<file path="config.mk">
export PLATFORM = sky130hd
export DESIGN_NAME = rx_gate_capture
export DESIGN_NICKNAME = d
export VERILOG_FILES = /design/src/rtl/rx_gate_capture.sv
export SDC_FILE = /design/constraint.sdc
export NUM_CORES = 1
export LEC_CHECK = 0
export BUFFER_PORTS_ARGS = -buffer_cell sky130_fd_sc_hd__buf_2
export CAP_MARGIN = 20
export CORE_MARGIN = 2
export CORE_UTILIZATION = 40
export DETAILED_ROUTE_END_ITERATION = 16
export PLACE_DENSITY = 0.62
export SLEW_MARGIN = 20
export SYNTH_ARGS = -nofsm -noshare
export SYNTH_HDL_FRONTEND = slang
export SYNTH_SLANG_ARGS = --single-unit
</file>
<file path="constraint.sdc">
create_clock -name clock -period 6.6 [get_ports clock]
set_input_delay 0.66 -clock clock [delete_from_list [all_inputs] [get_ports clock]]
set_output_delay 0.66 -clock clock [all_outputs]
set_load 0.01 [all_outputs]
</file>
<file path="src/rtl/rx_gate_capture.sv">
// Range-gated ADC capture: after each trigger, wait gate_delay cycles, sum gate_length
// offset-binary samples, and queue the signed sum in a small FWFT FIFO.
module rx_gate_capture #(
  parameter int unsigned ADC_WIDTH = 14,
  parameter int unsigned ACC_WIDTH = 24,
  parameter int unsigned DEPTH     = 16,
  parameter int unsigned AW        = 4
) (
  input  logic                 clock,
  input  logic                 reset,
  input  logic                 enable,
  input  logic                 trigger,
  input  logic                 sample_strobe,
  input  logic [ADC_WIDTH-1:0] adc_data,
  input  logic [15:0]          gate_delay,
  input  logic [7:0]           gate_length,
  input  logic                 pop,
  input  logic                 clear_overflow,
  output logic [ACC_WIDTH-1:0] dout,
  output logic                 empty,
  output logic                 full,
  output logic [AW:0]          count,
  output logic                 data_ready,
  output logic                 busy,
  output logic                 overflow
);

  typedef enum logic [1:0] {StIdle, StDelay, StAccum, StStore} state_e;

  localparam logic [AW:0]   CntFull = (AW+1)'(DEPTH);
  localparam logic [AW:0]   CntOne  = (AW+1)'(1);
  localparam logic [AW-1:0] PtrOne  = AW'(1);

  state_e               r_state, w_state_d;
  logic [15:0]          r_dly, w_dly_d;
  logic [7:0]           r_len, w_len_d;
  logic [7:0]           r_cnt, w_cnt_d, w_cnt_inc;
  logic [ACC_WIDTH-1:0] r_acc, w_acc_d, w_sample;
  logic                 w_push;

  logic [ACC_WIDTH-1:0] r_mem [DEPTH];
  logic [AW-1:0]        r_wr_ptr, r_rd_ptr;
  logic [AW:0]          r_count;
  logic [ACC_WIDTH-1:0] r_hold;
  logic                 r_ovf;
  logic                 w_do_push, w_do_pop;

  // Offset binary to two's complement: flip the MSB, then sign-extend.
  assign w_sample  = {{(ACC_WIDTH-ADC_WIDTH){~adc_data[ADC_WIDTH-1]}},
                      ~adc_data[ADC_WIDTH-1], adc_data[ADC_WIDTH-2:0]};
  assign w_cnt_inc = r_cnt + 8'd1;

  always_comb begin
    w_state_d = r_state;
    w_dly_d   = r_dly;
    w_len_d   = r_len;
    w_cnt_d   = r_cnt;
    w_acc_d   = r_acc;
    w_push    = 1'b0;
    unique case (r_state)
      StIdle: begin
        if (trigger) begin
          w_state_d = StDelay;
          w_dly_d   = gate_delay;
          w_len_d   = (gate_length == 8'd0) ? 8'd1 : gate_length;
        end
      end
      StDelay: begin
        if (r_dly == 16'd0) begin
          w_state_d = StAccum;
          w_acc_d   = '0;
          w_cnt_d   = 8'd0;
        end else begin
          w_dly_d = r_dly - 16'd1;
        end
      end
      StAccum: begin
        if (sample_strobe) begin
          w_acc_d = r_acc + w_sample;
          w_cnt_d = w_cnt_inc;
          if (w_cnt_inc == r_len) w_state_d = StStore;
        end
      end
      StStore: begin
        w_push    = 1'b1;
        w_state_d = StIdle;
      end
    endcase
    // Disable aborts any gate in flight, including its pending store.
    if (!enable) begin
      w_state_d = StIdle;
      w_push    = 1'b0;
    end
  end

  always_ff @(posedge clock or posedge reset) begin
    if (reset) begin
      r_state <= StIdle;
      r_dly   <= '0;
      r_len   <= '0;
      r_cnt   <= '0;
      r_acc   <= '0;
    end else begin
      r_state <= w_state_d;
      r_dly   <= w_dly_d;
      r_len   <= w_len_d;
      r_cnt   <= w_cnt_d;
      r_acc   <= w_acc_d;
    end
  end

  // A pop in the same cycle frees the slot a push into a full FIFO needs.
  assign w_do_pop  = pop && !empty;
  assign w_do_push = w_push && (!full || w_do_pop);

  always_ff @(posedge clock) begin
    if (w_do_push) r_mem[r_wr_ptr] <= r_acc;
  end

  always_ff @(posedge clock or posedge reset) begin
    if (reset) begin
      r_wr_ptr <= '0;
      r_rd_ptr <= '0;
      r_count  <= '0;
      r_hold   <= '0;
      r_ovf    <= 1'b0;
    end else begin
      if (w_do_push) r_wr_ptr <= r_wr_ptr + PtrOne;
      if (w_do_pop) begin
        r_rd_ptr <= r_rd_ptr + PtrOne;
        r_hold   <= r_mem[r_rd_ptr];
      end
      if (w_do_push && !w_do_pop)      r_count <= r_count + CntOne;
      else if (w_do_pop && !w_do_push) r_count <= r_count - CntOne;
      if (w_push && !w_do_push) r_ovf <= 1'b1;
      else if (clear_overflow)  r_ovf <= 1'b0;
    end
  end

  assign count      = r_count;
  assign empty      = (r_count == '0);
  assign full       = (r_count == CntFull);
  assign dout       = empty ? r_hold : r_mem[r_rd_ptr];
  assign busy       = (r_state != StIdle);
  assign data_ready = !empty && !busy;
  assign overflow   = r_ovf;

endmodule

</file>
After elaboration in Yosys (flattened, before gate mapping)
Memories as Yosys holds them, arrays and structs flattened.
Index checks and enable logic that the tools add are counted.
{"block": "word_totals", "regBits": 96, "ram_bits": 384, "output_inout_bits": 34, "n_memories": 1}
{"block": "classes", "addsub": 7, "eq_ne": 13, "mux": 25, "bitwise_logic": 1, "reduce_logical": 25}
{"memory": "r_mem", "words": 16, "width": 24, "rd": 1, "rd_ports_with_merged_regs": 0, "wr": 1, "line_no": "41", "rtl": "logic [ACC_WIDTH-1:0] r_mem [DEPTH];"}
{"op": "24-bit 2-to-1 mux", "n": 3}
{"op": "24-bit case mux with 2 select lines", "n": 1}
{"op": "16-bit 2-to-1 mux", "n": 2}
{"op": "16-bit case mux with 2 select lines", "n": 1}
{"op": "24-bit adder", "n": 1}
{"op": "8-bit 2-to-1 mux", "n": 3}
{"op": "16-bit logical NOT", "n": 1}
{"op": "8-bit case mux with 2 select lines", "n": 1}
{"op": "16-bit by 1-bit subtractor with 16-bit output, second input constant", "n": 1}
{"op": "3-bit != test, second input constant", "n": 4}
{"op": "2-bit 2-to-1 mux", "n": 5}
{"op": "5-bit 2-to-1 mux", "n": 2}
{"op": "2-bit nonzero test", "n": 5}
{"op": "4-bit by 1-bit adder with 4-bit output, second input constant", "n": 2}
{"op": "8-bit by 1-bit adder with 8-bit output, second input constant", "n": 1}
{"op": "8-bit equality test", "n": 1}
{"op": "8-bit logical NOT", "n": 1}
{"op": "2-bit != test, second input constant", "n": 4}
{"op": "2-bit case mux with 4 select lines", "n": 1}
{"op": "1-bit logical AND", "n": 6}
{"op": "1-bit 2-to-1 mux", "n": 6}
{"op": "3-bit AND reduction", "n": 2}
{"op": "5-bit by 1-bit adder with 5-bit output, second input constant", "n": 1}
{"op": "5-bit equality test, second input constant", "n": 1}
{"op": "other kinds (10)", "n": 15}

Depth between registers and ports, before layout
{"block": "logic_depth", "word_depth": 9, "ltp_mapped": 15}

Worst setup path before layout
OpenSTA, ideal clock, no wires.
{"block": "synth_timing", "kind": "register to register", "start": "register r_count[0] (netlist: count[0])", "end": "memory r_mem[7][0] (enable)", "arrival_ns": 3.055, "setup_slack_ns": 3.110, "stages_incl_launch_ff": 8, "synth_period_minus_slack_ns": 3.490, "cell_sequence": "dfrtp_1 -> nor4_1 -> and2_1 -> nand2b_1 -> nor2b_1 -> clkbuf_1 -> nand2_1 -> nor3_1"}
{"block": "synth_via", "elab_cells_between_ends": 9, "classes_between": "eq/ne (1); mux (2); reduce/logical (6)"}
{"element": "start: declaration", "line_no": "43", "rtl": "logic [AW:0] r_count;"}
{"element": "start signal: assignment", "line_no": "133", "rtl": "if (w_do_push && !w_do_pop) r_count <= r_count + CntOne;"}
{"element": "start signal: assignment", "line_no": "134", "rtl": "else if (w_do_pop && !w_do_push) r_count <= r_count - CntOne;"}
{"element": "5-bit equality test", "line_no": "142", "rtl": "assign full = (r_count == CntFull);"}
{"element": "net full", "line_no": "21", "rtl": "output logic full,"}
{"element": "1-bit logical NOT", "line_no": "114", "rtl": "assign w_do_push = w_push && (!full || w_do_pop);"}
{"element": "1-bit logical OR", "line_no": "114"}
{"element": "1-bit logical AND", "line_no": "114"}
{"element": "net w_do_push", "line_no": "46", "rtl": "logic w_do_push, w_do_pop;"}
{"element": "1-bit 2-to-1 mux", "line_no": "117", "rtl": "if (w_do_push) r_mem[r_wr_ptr] <= r_acc;"}
{"element": "1-bit 2-to-1 mux (implied by the code)", "line_no": "117"}
{"element": "end: declaration", "line_no": "41"}
The timed path passes the listed nets, and every way through them passes these cells.

Final worst setup path
{"block": "layout_timing", "start": "register r_rd_ptr[1]", "end": "output port dout[9]"}
{"block": "layout_via", "elab_chain_cells": 2}
{"element": "start: declaration", "line_no": "42", "rtl": "logic [AW-1:0] r_wr_ptr, r_rd_ptr;"}
{"element": "start signal: assignment", "line_no": "130", "rtl": "r_rd_ptr <= r_rd_ptr + PtrOne;"}
{"element": "memory read 16 x 24 bit"}
{"element": "24-bit 2-to-1 mux", "line_no": "143", "rtl": "assign dout = empty ? r_hold : r_mem[r_rd_ptr];"}
{"element": "end: declaration", "line_no": "19", "rtl": "output logic [ACC_WIDTH-1:0] dout,"}
Every way passes these cells.

==> results.sh <==
export IMPL_vias=11200
export IMPL_synth_nets=1290
export IMPL_synth_flop_cell="edfxtp_1"
export IMPL_hold_viol_final=0
export IMPL_grt_overflow=0
export IMPL_status="completed"
export IMPL_rows=83
export IMPL_clock_latency_ns=0.60
export IMPL_cts_path_max_buffers=3
export IMPL_avgRoutedWirePerCell_um=22.5
export IMPL_synth_top_area_share_pct=55.9
export IMPL_grt_start_max_net_pins=75
export IMPL_drt_iter0_drc=869
export IMPL_crit_arrival_ns=3.70
export IMPL_fin_nets=1385
export IMPL_r2r_start="count[0]"
export IMPL_grtUsageMet3_pct=2.92
export IMPL_grtUsageMet1_pct=23.8
export IMPL_rsz0062_at_grt="false"
export IMPL_post_cts_buffers=0
export IMPL_gp_congestion=0.826
export IMPL_netlist_instances=1204
export IMPL_fin_worst_skew_ns=0.0246
export IMPL_design_core_area_um2=51100
export IMPL_min_path_type="in2async"
export IMPL_clkSinkCount=480
export IMPL_synth_distinct_cells=67
export IMPL_dr_pass1_iters=7
export IMPL_worstMarginPinSlew_ns=1.04
export IMPL_end_kind="output pin"
export IMPL_ys_seq_area_share_pct=67.6
export IMPL_synth_async_sr_flop_share_pct=20.0
export IMPL_cts_resized_gates=0
export IMPL_synth_edf_count=384
export IMPL_critical_path_required_ns=5.94
export IMPL_busiest_layer="met2"
export IMPL_final_util_pct=46.3
export IMPL_cts_root_buf="clkbuf_16"
export IMPL_grt_pass1_vias=11500
export IMPL_stdcell_count=2023
export IMPL_syn_to_final_growth_pct=14.6
export IMPL_place_hpwl_um=25900
export IMPL_syn_avg_cell_area_um2=17.1
export IMPL_cts_tree="built"
export IMPL_drc=0
export IMPL_via_per_inst=5.55
export IMPL_path_class="reg2out"
export IMPL_grt_pass1_wl_um=69900
export IMPL_drive_above_1_share_pct=28.0
export IMPL_p_leak_nw=8.97
export IMPL_initial_utilization_pct=40.4
export IMPL_htree_num_levels=2
export IMPL_period_share_pct=66.1
export IMPL_die_w_um=231
export IMPL_rr_endpoint="count[4]"
export IMPL_antenna_found_initial=2
export IMPL_fin_crit_ns=4.36
export IMPL_yosysWarnings=0
export IMPL_drv_cap=0
export IMPL_portBuffers=78
export IMPL_rr_worst_depth=12
export IMPL_clk_pin_slew_worst_paths_ns=0.06
export IMPL_synth_top_cell_by_area="edfxtp_1"
export IMPL_drtAntennaViolNets=0
export IMPL_start_kind="register"
export IMPL_setup_violations_final=0
export IMPL_die_area_um2=53400
export IMPL_reg2reg_setup_slack_ns=2.55
export IMPL_routed_wl_um=45600
export IMPL_fmax_mhz=229
export IMPL_slew_headroom_pct=30.4
export IMPL_tns_ns=0
export IMPL_cts_hold_buf=0
export IMPL_use_met2_pct=29.3
export IMPL_slew_violations=0
export IMPL_numCtsBuffers=51
export IMPL_ys_seq_elements=480
export IMPL_syn_area_um2=20600
export IMPL_gr_usage_all_layers_pct=17.4
export IMPL_powerDensity_nw_per_um2=373
export IMPL_die_y_um=231
export IMPL_ios=79
export IMPL_vdd_drop_max_mv=0.248
export IMPL_place_inst=1926
export IMPL_synth_area_leaders="edfxtp_1 56%, mux4_2 13%, dfrtp_1 12%"
export IMPL_cp_max_fo=58
## cell usage in the layout (no fill, tap or decap), types with 12 or more instances in the layout
cell	netlist	routed
xnor2_1	25	25
nand3_1	15	15
buf_4	3	21
o21ai_0	59	59
mux2_2	56	56
clkbuf_16	0	51
inv_1	28	27
ha_1	39	39
a21oi_1	45	45
clkbuf_1	41	12
nand2_1	80	80
edfxtp_1	384	384
nand4_1	15	15
dfrtp_1	96	92
mux4_2	120	120
buf_2	7	78
nor2_1	30	26
## Yosys cell counts (4+ instances only)
| master | instances |
|---|---|
| buf_1 | 7 |
| edfxtp_1 | 384 |
| and2_1 | 9 |
| nor2b_1 | 5 |
| nand3_1 | 15 |
| xnor2_1 | 25 |
| buf_2 | 7 |
| nor3_1 | 15 |
| and3_1 | 6 |
| xor2_1 | 11 |
| a21o_1 | 6 |
| mux2_2 | 56 |
| clkbuf_1 | 41 |
| nor2_1 | 30 |
| a22oi_1 | 8 |
| dfrtp_1 | 96 |
| ha_1 | 39 |
| mux4_2 | 120 |
| inv_1 | 28 |
| a32o_1 | 4 |
| nand2_1 | 80 |
| or3_1 | 10 |
| nand4_1 | 15 |
| o21ai_0 | 59 |
| o211ai_1 | 4 |
| o31ai_1 | 5 |
| nor3b_1 | 4 |
| a21oi_1 | 45 |
## state kept, by name (all words and copies together) (netlist names), 5 cells and up
name and count:
r_dly 16, r_hold 24, r_mem 384, count 5, r_cnt 8, r_acc 24, r_len 8
## cell families (layout without fill, tap and decap cells)
kind of cell | count (synthesis) | count (layout) | share of synthesized area [%]
XOR/XNOR | 36 | 36 | 1.53
buffers and inverters | 86 | 223 | 1.66
flip-flops | 480 | 480 | 67.6
AND/OR/NAND/NOR | 207 | 207 | 4.93
other | 0 | 2 | 0
multiplexers | 178 | 178 | 16.3
adder cells (fa/ha/maj) | 41 | 41 | 2.56
AO/OA/AOI/OAI | 176 | 176 | 5.47
## power breakdown
part / leakage (nW) / switching (mW) / internal (mW)
clock: 0.846 / 1.20 / 1.77
sequential: 5.43 / 0.396 / 3.50
combinational: 2.69 / 0.952 / 1.00
total: 8.97 / 2.55 / 6.27
## cell type report
class,count,area (um^2)
antenna,2,5.00
clock buffer,65,1350
clock inverter,30,422
fill,4430,27500
inverter,28,108
multi-input combinational,638,6390
sequential,480,13900
tap,680,851
timing repair buffer,100,568
## per-layer routing
metal	routed length, um	vias to the layer above
met5	0	-
met4	884	0
met3	2620	71
met2	22300	300
met1	19700	5855
li1	-	5005
## worst max-delay path, stage by stage, from the launching register on
cell and delay [ns]:
dfrtp_4 1.01, buf_4 0.66, mux4_2 0.40, mux4_2 0.55, mux2_2 0.29, buf_2 0.14
## worst max-delay path by stage
stage,from,cells after the start,slack [ns],endpoint
floorplan,count[0],7,3.11,r_mem[7][0]
global placement,count[0],12,2.52,count[4]
detailed placement,count[0],12,2.48,count[4]
CTS,r_rd_ptr[1],5,2.17,dout[9]
global route,r_rd_ptr[1],5,2.10,dout[9]
finish,r_rd_ptr[1],5,2.24,dout[9]
## metrics by stage
step	worst slack, ns	total power [mW]	hold slack [ns]	cell area [um^2]
CTS	2.17	8.94	0.0862	23600
floorplan	3.11	5.36	0.440	20600
detailed placement	2.48	5.96	0.491	21900
global placement	2.52	5.92	0.463	21900
finish	2.24	8.82	0.0825	23600
global route	2.10	9.26	0.104	23600
No activity file was read; power rests on OpenSTA's default activity.
